[config.mk]
export PLATFORM = sky130hd
export DESIGN_NAME = half_exp_prescale
export DESIGN_NICKNAME = d
export VERILOG_FILES = /design/src/rtl/half_exp_prescale.sv
export SDC_FILE = /design/constraint.sdc
export NUM_CORES = 1
export LEC_CHECK = 0
export CAP_MARGIN = 20
export CORE_MARGIN = 2
export CORE_UTILIZATION = 49
export DETAILED_ROUTE_END_ITERATION = 10
export HOLD_SLACK_MARGIN = 0.03
export PLACE_DENSITY = 0.74
export SYNTH_ARGS = -nofsm -noshare
export SYNTH_HDL_FRONTEND = slang
export SYNTH_SLANG_ARGS = --single-unit
[constraint.sdc]
create_clock -name clk -period 12.05 [get_ports clk]
set_input_delay 2.41 -clock clk [delete_from_list [all_inputs] [get_ports clk]]
set_output_delay 2.41 -clock clk [all_outputs]
set_load 0.05 [all_outputs]
[src/rtl/half_exp_prescale.sv]
// half_exp_prescale: computes y = a * SCALE in IEEE-754 binary16 (SCALE = log2(e) by default).
// Feeding y into half_base2_exp yields e^a. Three-stage pipeline, fixed latency 3, no backpressure.
//
// Ports:
//   clk        rising-edge clock
//   reset      synchronous, active-high; clears every valid flag and data register
//   in_valid   a is valid this cycle
//   a[31:0]    [15:0] binary16 operand, [31:16] ignored
//   out_valid  c is valid this cycle
//   c[31:0]    [15:0] binary16 result, [31:16] always 0; holds while out_valid is low
//
// Build option: define PRESCALE_SUBNORMAL_EN to accept subnormal inputs and produce subnormal
// results. Without it, subnormal inputs are flushed to signed zero.
module half_exp_prescale #(
    parameter int unsigned BITS  = 16,
    parameter logic [16:0] SCALE = 17'h17154
) (
    input  logic        clk,
    input  logic        reset,
    input  logic        in_valid,
    input  logic [31:0] a,
    output logic        out_valid,
    output logic [31:0] c
);

    logic [BITS-1:0] op;
    logic            unused_hi;
    assign op        = a[BITS-1:0];
    assign unused_hi = ^a[31:BITS];

    // ---------------- S1: unpack / classify ----------------
    logic        s1_nan, s1_inf, s1_zero;
    logic [6:0]  s1_exp;   // unbiased exponent, two's complement
    logic [10:0] s1_man;   // {hidden, fraction}
    logic [4:0]  ex;
    logic [9:0]  fr;

    assign ex = op[14:10];
    assign fr = op[9:0];

`ifdef PRESCALE_SUBNORMAL_EN
    logic [3:0] lz;
    always_comb begin
        lz = 4'd0;
        // Last hit wins, so lz reflects the most significant set bit.
        for (int i = 0; i < 10; i++) begin
            if (fr[i]) lz = 4'(9 - i);
        end
    end
`endif

    always_comb begin
        s1_nan  = (ex == 5'h1F) && (fr != 10'd0);
        s1_inf  = (ex == 5'h1F) && (fr == 10'd0);
        s1_zero = 1'b0;
        s1_exp  = {2'b00, ex} - 7'd15;
        s1_man  = {1'b1, fr};
        if (ex == 5'h1F) begin
            s1_exp = 7'd0;
            s1_man = 11'd0;
        end else if (ex == 5'd0) begin
`ifdef PRESCALE_SUBNORMAL_EN
            if (fr == 10'd0) begin
                s1_zero = 1'b1;
                s1_exp  = 7'd0;
                s1_man  = 11'd0;
            end else begin
                // Value is 0.fr * 2^-14; shift the leading one into the hidden position.
                s1_man = {1'b0, fr} << (lz + 4'd1);
                s1_exp = 7'h71 - {3'b000, lz};  // -15 - lz
            end
`else
            s1_zero = 1'b1;
            s1_exp  = 7'd0;
            s1_man  = 11'd0;
`endif
        end
    end

    logic        v1_q, sgn1_q, nan1_q, inf1_q, zero1_q;
    logic [6:0]  exp1_q;
    logic [10:0] man1_q;

    always_ff @(posedge clk) begin
        if (reset) begin
            v1_q    <= 1'b0;
            sgn1_q  <= 1'b0;
            nan1_q  <= 1'b0;
            inf1_q  <= 1'b0;
            zero1_q <= 1'b0;
            exp1_q  <= 7'd0;
            man1_q  <= 11'd0;
        end else begin
            v1_q    <= in_valid;
            sgn1_q  <= op[15];
            nan1_q  <= s1_nan;
            inf1_q  <= s1_inf;
            zero1_q <= s1_zero;
            exp1_q  <= s1_exp;
            man1_q  <= s1_man;
        end
    end

    // ---------------- S2: multiply ----------------
    logic        v2_q, sgn2_q, nan2_q, inf2_q, zero2_q;
    logic [6:0]  exp2_q;
    logic [27:0] prod2_q;  // binary point at bit 26, value in [1,4)

    always_ff @(posedge clk) begin
        if (reset) begin
            v2_q    <= 1'b0;
            sgn2_q  <= 1'b0;
            nan2_q  <= 1'b0;
            inf2_q  <= 1'b0;
            zero2_q <= 1'b0;
            exp2_q  <= 7'd0;
            prod2_q <= 28'd0;
        end else begin
            v2_q    <= v1_q;
            sgn2_q  <= sgn1_q;
            nan2_q  <= nan1_q;
            inf2_q  <= inf1_q;
            zero2_q <= zero1_q;
            exp2_q  <= exp1_q;
            prod2_q <= 28'(man1_q) * 28'(SCALE);
        end
    end

    // ---------------- S3: normalise / round / pack ----------------
    logic        top;
    logic [7:0]  exp_n, biased, eff, eff_m1;
    logic [26:0] q, q_sh;
    logic        st0, lost, grd, stk, rnd;
    logic [10:0] sig;
    logic [11:0] sum;
    logic [16:0] enc;
    logic [15:0] res;

`ifdef PRESCALE_SUBNORMAL_EN
    logic       denorm;
    logic [7:0] sh;
    logic [53:0] sh_full;
`endif

    always_comb begin
        top    = prod2_q[27];
        exp_n  = {exp2_q[6], exp2_q} + {7'd0, top};
        q      = top ? prod2_q[27:1] : prod2_q[26:0];
        st0    = top & prod2_q[0];
        biased = exp_n + 8'd15;
`ifdef PRESCALE_SUBNORMAL_EN
        // Below the normal range: shift right so the quantum is 2^-24, keep lost bits as sticky.
        denorm  = biased[7] || (biased == 8'd0);
        sh      = denorm ? (8'd1 - biased) : 8'd0;
        sh_full = {q, 27'd0} >> sh;
        q_sh    = sh_full[53:27];
        lost    = |sh_full[26:0];
        eff     = denorm ? 8'd1 : biased;
`else
        q_sh    = q;
        lost    = 1'b0;
        eff     = biased;
`endif
        sig    = q_sh[26:16];
        grd    = q_sh[15];
        stk    = (|q_sh[14:0]) | lost | st0;
        rnd    = grd & (stk | sig[0]);
        sum    = {1'b0, sig} + {11'd0, rnd};
        eff_m1 = eff - 8'd1;
        // Adding the hidden-bit-inclusive significand lets a rounding carry bump the exponent
        // field (and turns a rounded-up subnormal into 0x0400) without a separate path.
        enc    = {eff_m1[6:0], 10'd0} + {5'd0, sum};

        if (nan2_q) begin
            res = 16'h7E00;
        end else if (inf2_q) begin
            res = {sgn2_q, 15'h7C00};
        end else if (zero2_q) begin
            res = {sgn2_q, 15'h0000};
        end else if (enc >= 17'h07C00) begin
            res = {sgn2_q, 15'h7C00};
        end else begin
            res = {sgn2_q, enc[14:0]};
        end
    end

    logic        v3_q;
    logic [15:0] c_q;

    always_ff @(posedge clk) begin
        if (reset) begin
            v3_q <= 1'b0;
            c_q  <= 16'd0;
        end else begin
            v3_q <= v2_q;
            if (v2_q) c_q <= res;
        end
    end

    assign out_valid = v3_q;
    assign c         = {16'd0, c_q};

endmodule

==> metrics <==
count of pins over their slew limit=0; uppermost layer routed=met4; starting density of the core=50.2%; CTS tree=done; worst setup path class=flop to flop; die area=13300 um2; Post-Route WL=11100 um; sequential share of power=30.2%; Top Ports=68; clock sink total=76; dominant synthesized flop cell=dfxtp_1; hold path startpoint=inf1_q; hold depth=1; PnR worst setup slack=7010 ps; type of the most critical hold path=flop to flop; first-pass GRT wire length=19200 um; Area after DPL=6490 um2; EDFF count, synth=0; TNS Setup=0 ps; Arr. time, crit path=5270 ps; P_sw=0.000406 W; Hold Fails Final Rpt=0; Period Utilization, post-route=41.9%; Final min period=5040 ps; DRC viols=0; Syn Area/Cell=9.34 um2; Clk pin slew, worst setup/hold paths=70 ps; Yosys warnings=0; register area share after synthesis=25.1%; Die Y=115 um; total gr overflow=0; clock skew=10.4 ps; WL met3=357 um; Critical R2R Capture=prod2_q[26]; path depth of the worst reg2reg path=19; RSZ-0062 raised after global routing=false; largest net degree at the start of global routing=53; Post-Synthesis Cells=648; Avg Vias per Cell=4.98; internal power=0.000649 W; Pre-antenna DRT Iters=4; crit start category=flop; diodes inserted=0; reg-to-reg startpoint=man1_q[3]; Post-CTS Setup Bufs=0; vias in the first global route=4249; Critical Path RT=12280 ps; maximum vdd drop=0.0000790 V; WHS Endpoint=inf2_q; CTS H-tree depth=3; Leak=3.17 nW; IO Port Bufs=35; WL met2=5380 um; Distinct cells, synth=61; clock root buffer=clkbuf_16; area grow syn2layout=12.4%; Yosys reg bits=76; M1 WL=5210 um; Site Rows=40; initial drt markers=213; DP HPWL=9000 um; initial antenna violation count=0; Sw Ratio=38.5%; GR Util All Layers=18.1%; combinational power share=43.7%; Max-Slew Margin vs Limit=32.3%; # hold bufs at CTS=0; total power=0.00105 W; power density over the cells=155 nW/um2; reg-to-reg setup timing slack=7010 ps; Die W=115 um; deepest clock path buffer count=2; mapped cell area=6050 um2; CTS resizes=0; FMAX=198 MHz; Final Instance Area=6800 um2; layout cells sized above 1=5.11%; fin nets=847; TritonCTS buffer count=9; CP Max Fanout=7; Routed WL per cell=13.1 um; count of filler cells inserted in the layout=1074; Max Cap Violations=0; Crit. End Element=flop; final setup violation count=0; worst-margin pin slew=1010 ps; status=finished, final reports clean; CORE AREA=12100 um2; GPL Wtd Cong=0.837; clock power share=26.1%; Post-synth ARST share=0%; routed vias=4245; worst skew pair latency=340 ps; Post-DRT Antenna Nets=0; pre-CTS setup slack=7060 ps
power groups by stage:
| stage | Clock [W] | Sequential, W | Combinational, W |
|---|---|---|---|
| global route | 0.000291 | 0.000323 | 0.000526 |
| global placement | 0 | 0.000321 | 0.000440 |
| CTS | 0.000281 | 0.000318 | 0.000460 |
| floorplan | 0 | 0.000324 | 0.000359 |
| detailed placement | 0 | 0.000323 | 0.000450 |
| finish | 0.000276 | 0.000318 | 0.000461 |
flip-flops by register name (all words and copies together) (netlist names), 6 cells and up:
name     flops
prod2_q     26
exp2_q       6
c_q         16
man1_q      11
exp1_q       6
cell usage in the layout (no fill, tap or decap), types with 6 or more instances in the layout:
cell type        count
and2_1              16
dfxtp_1             76
xor2_1              12
clkdlybuf4s50_1     34
inv_1              104
nor3_1               8
nand3_1             15
mux2i_1              8
nand2b_1             9
xnor2_1             23
fa_1                41
clkbuf_16            9
nor2b_1             26
a211oi_1             7
a21oi_1             26
a21o_1               7
conb_1              16
ha_1                91
nand2_1             20
nor2_1              37
a32o_1               8
o21ai_0             15
nor4_1               6
synth_stat cells, drive strengths merged, types with 9 or more instances:
cell type,instances,area (um2)
nand2,20,75.1
fa,41,821
xor2,12,105
dfxtp,76,1520
clkbuf,14,52.6
nor2b,26,163
buf,18,143
nand3,15,75.1
xnor2,23,201
and2,17,109
o21ai,15,75.1
inv,104,390
nor2,37,139
nand2b,9,56.3
ha,91,1140
a21oi,27,139
cell families (layout without fill, tap and decap cells):
group                      after synthesis  in the layout  synth area share (%)
AOI/OAI and AO/OA                       99             99                  11.8
and+or+nand+nor                        158            158                  13.9
xor gates and xnor gates                35             35                  5.06
buffers and inverters                  136            158                  9.67
adders and majority gates              132            132                  32.4
muxes                                   11             11                  1.94
DFF                                     76             76                  25.1
other                                    1             16                0.0619
how the worst max path moves through the flow:
| stage | startpoint | endpoint | slack [ps] | cells after the start |
|---|---|---|---|---|
| 2_1_floorplan | man1_q[3] | prod2_q[26] | 7540 | 19 |
| 3_3_place_gp | man1_q[3] | prod2_q[27] | 7140 | 18 |
| 3_5_place_dp | man1_q[8] | prod2_q[27] | 7060 | 17 |
| 4_1_cts | man1_q[8] | prod2_q[27] | 7040 | 17 |
| 5_1_grt | man1_q[3] | prod2_q[27] | 6660 | 18 |
| 6_report | man1_q[3] | prod2_q[26] | 7010 | 19 |
critical path, cell delays in order (launching register included):
cell and delay [ps]:
dfxtp_1 570, inv_1 120, fa_1 510, inv_1 40, ha_1 270, inv_1 50
fa_1 470, inv_1 50, fa_1 500, inv_1 60, fa_1 520, inv_1 40
ha_1 210, a21oi_1 200, o221ai_1 200, a221oi_1 350, o21ai_0 150, a21oi_1 230
a21oi_1 100, mux2_2 280
metal layers:
layer  global-route usage [%]  vias to the layer above
li1                         -                     2199
met1                     22.5                     1951
met2                     31.9                       80
met3                     3.11                       15
met4                     5.94                        0
met5                        0                        -
cell type report:
type                       instances  area, um2  area share [%]
timing repair buffer              38        368            5.41
clock inverter                     6       70.1            1.03
multi-input combinational        451       4000            58.9
inverter                         104        390            5.74
clock buffer                      10        239            3.51
sequential                        76       1520            22.4
tap                              168        210            3.09
through the flow:
stage	instances	util [%]	hold slack, ps
6_report	853	56.4	439
4_1_cts	853	56.4	445
3_5_place_dp	837	53.8	432
3_3_place_gp	837	53.8	417
2_1_floorplan	663	-	414
5_1_grt	853	56.4	459
Power figures use the tool's default switching activity.
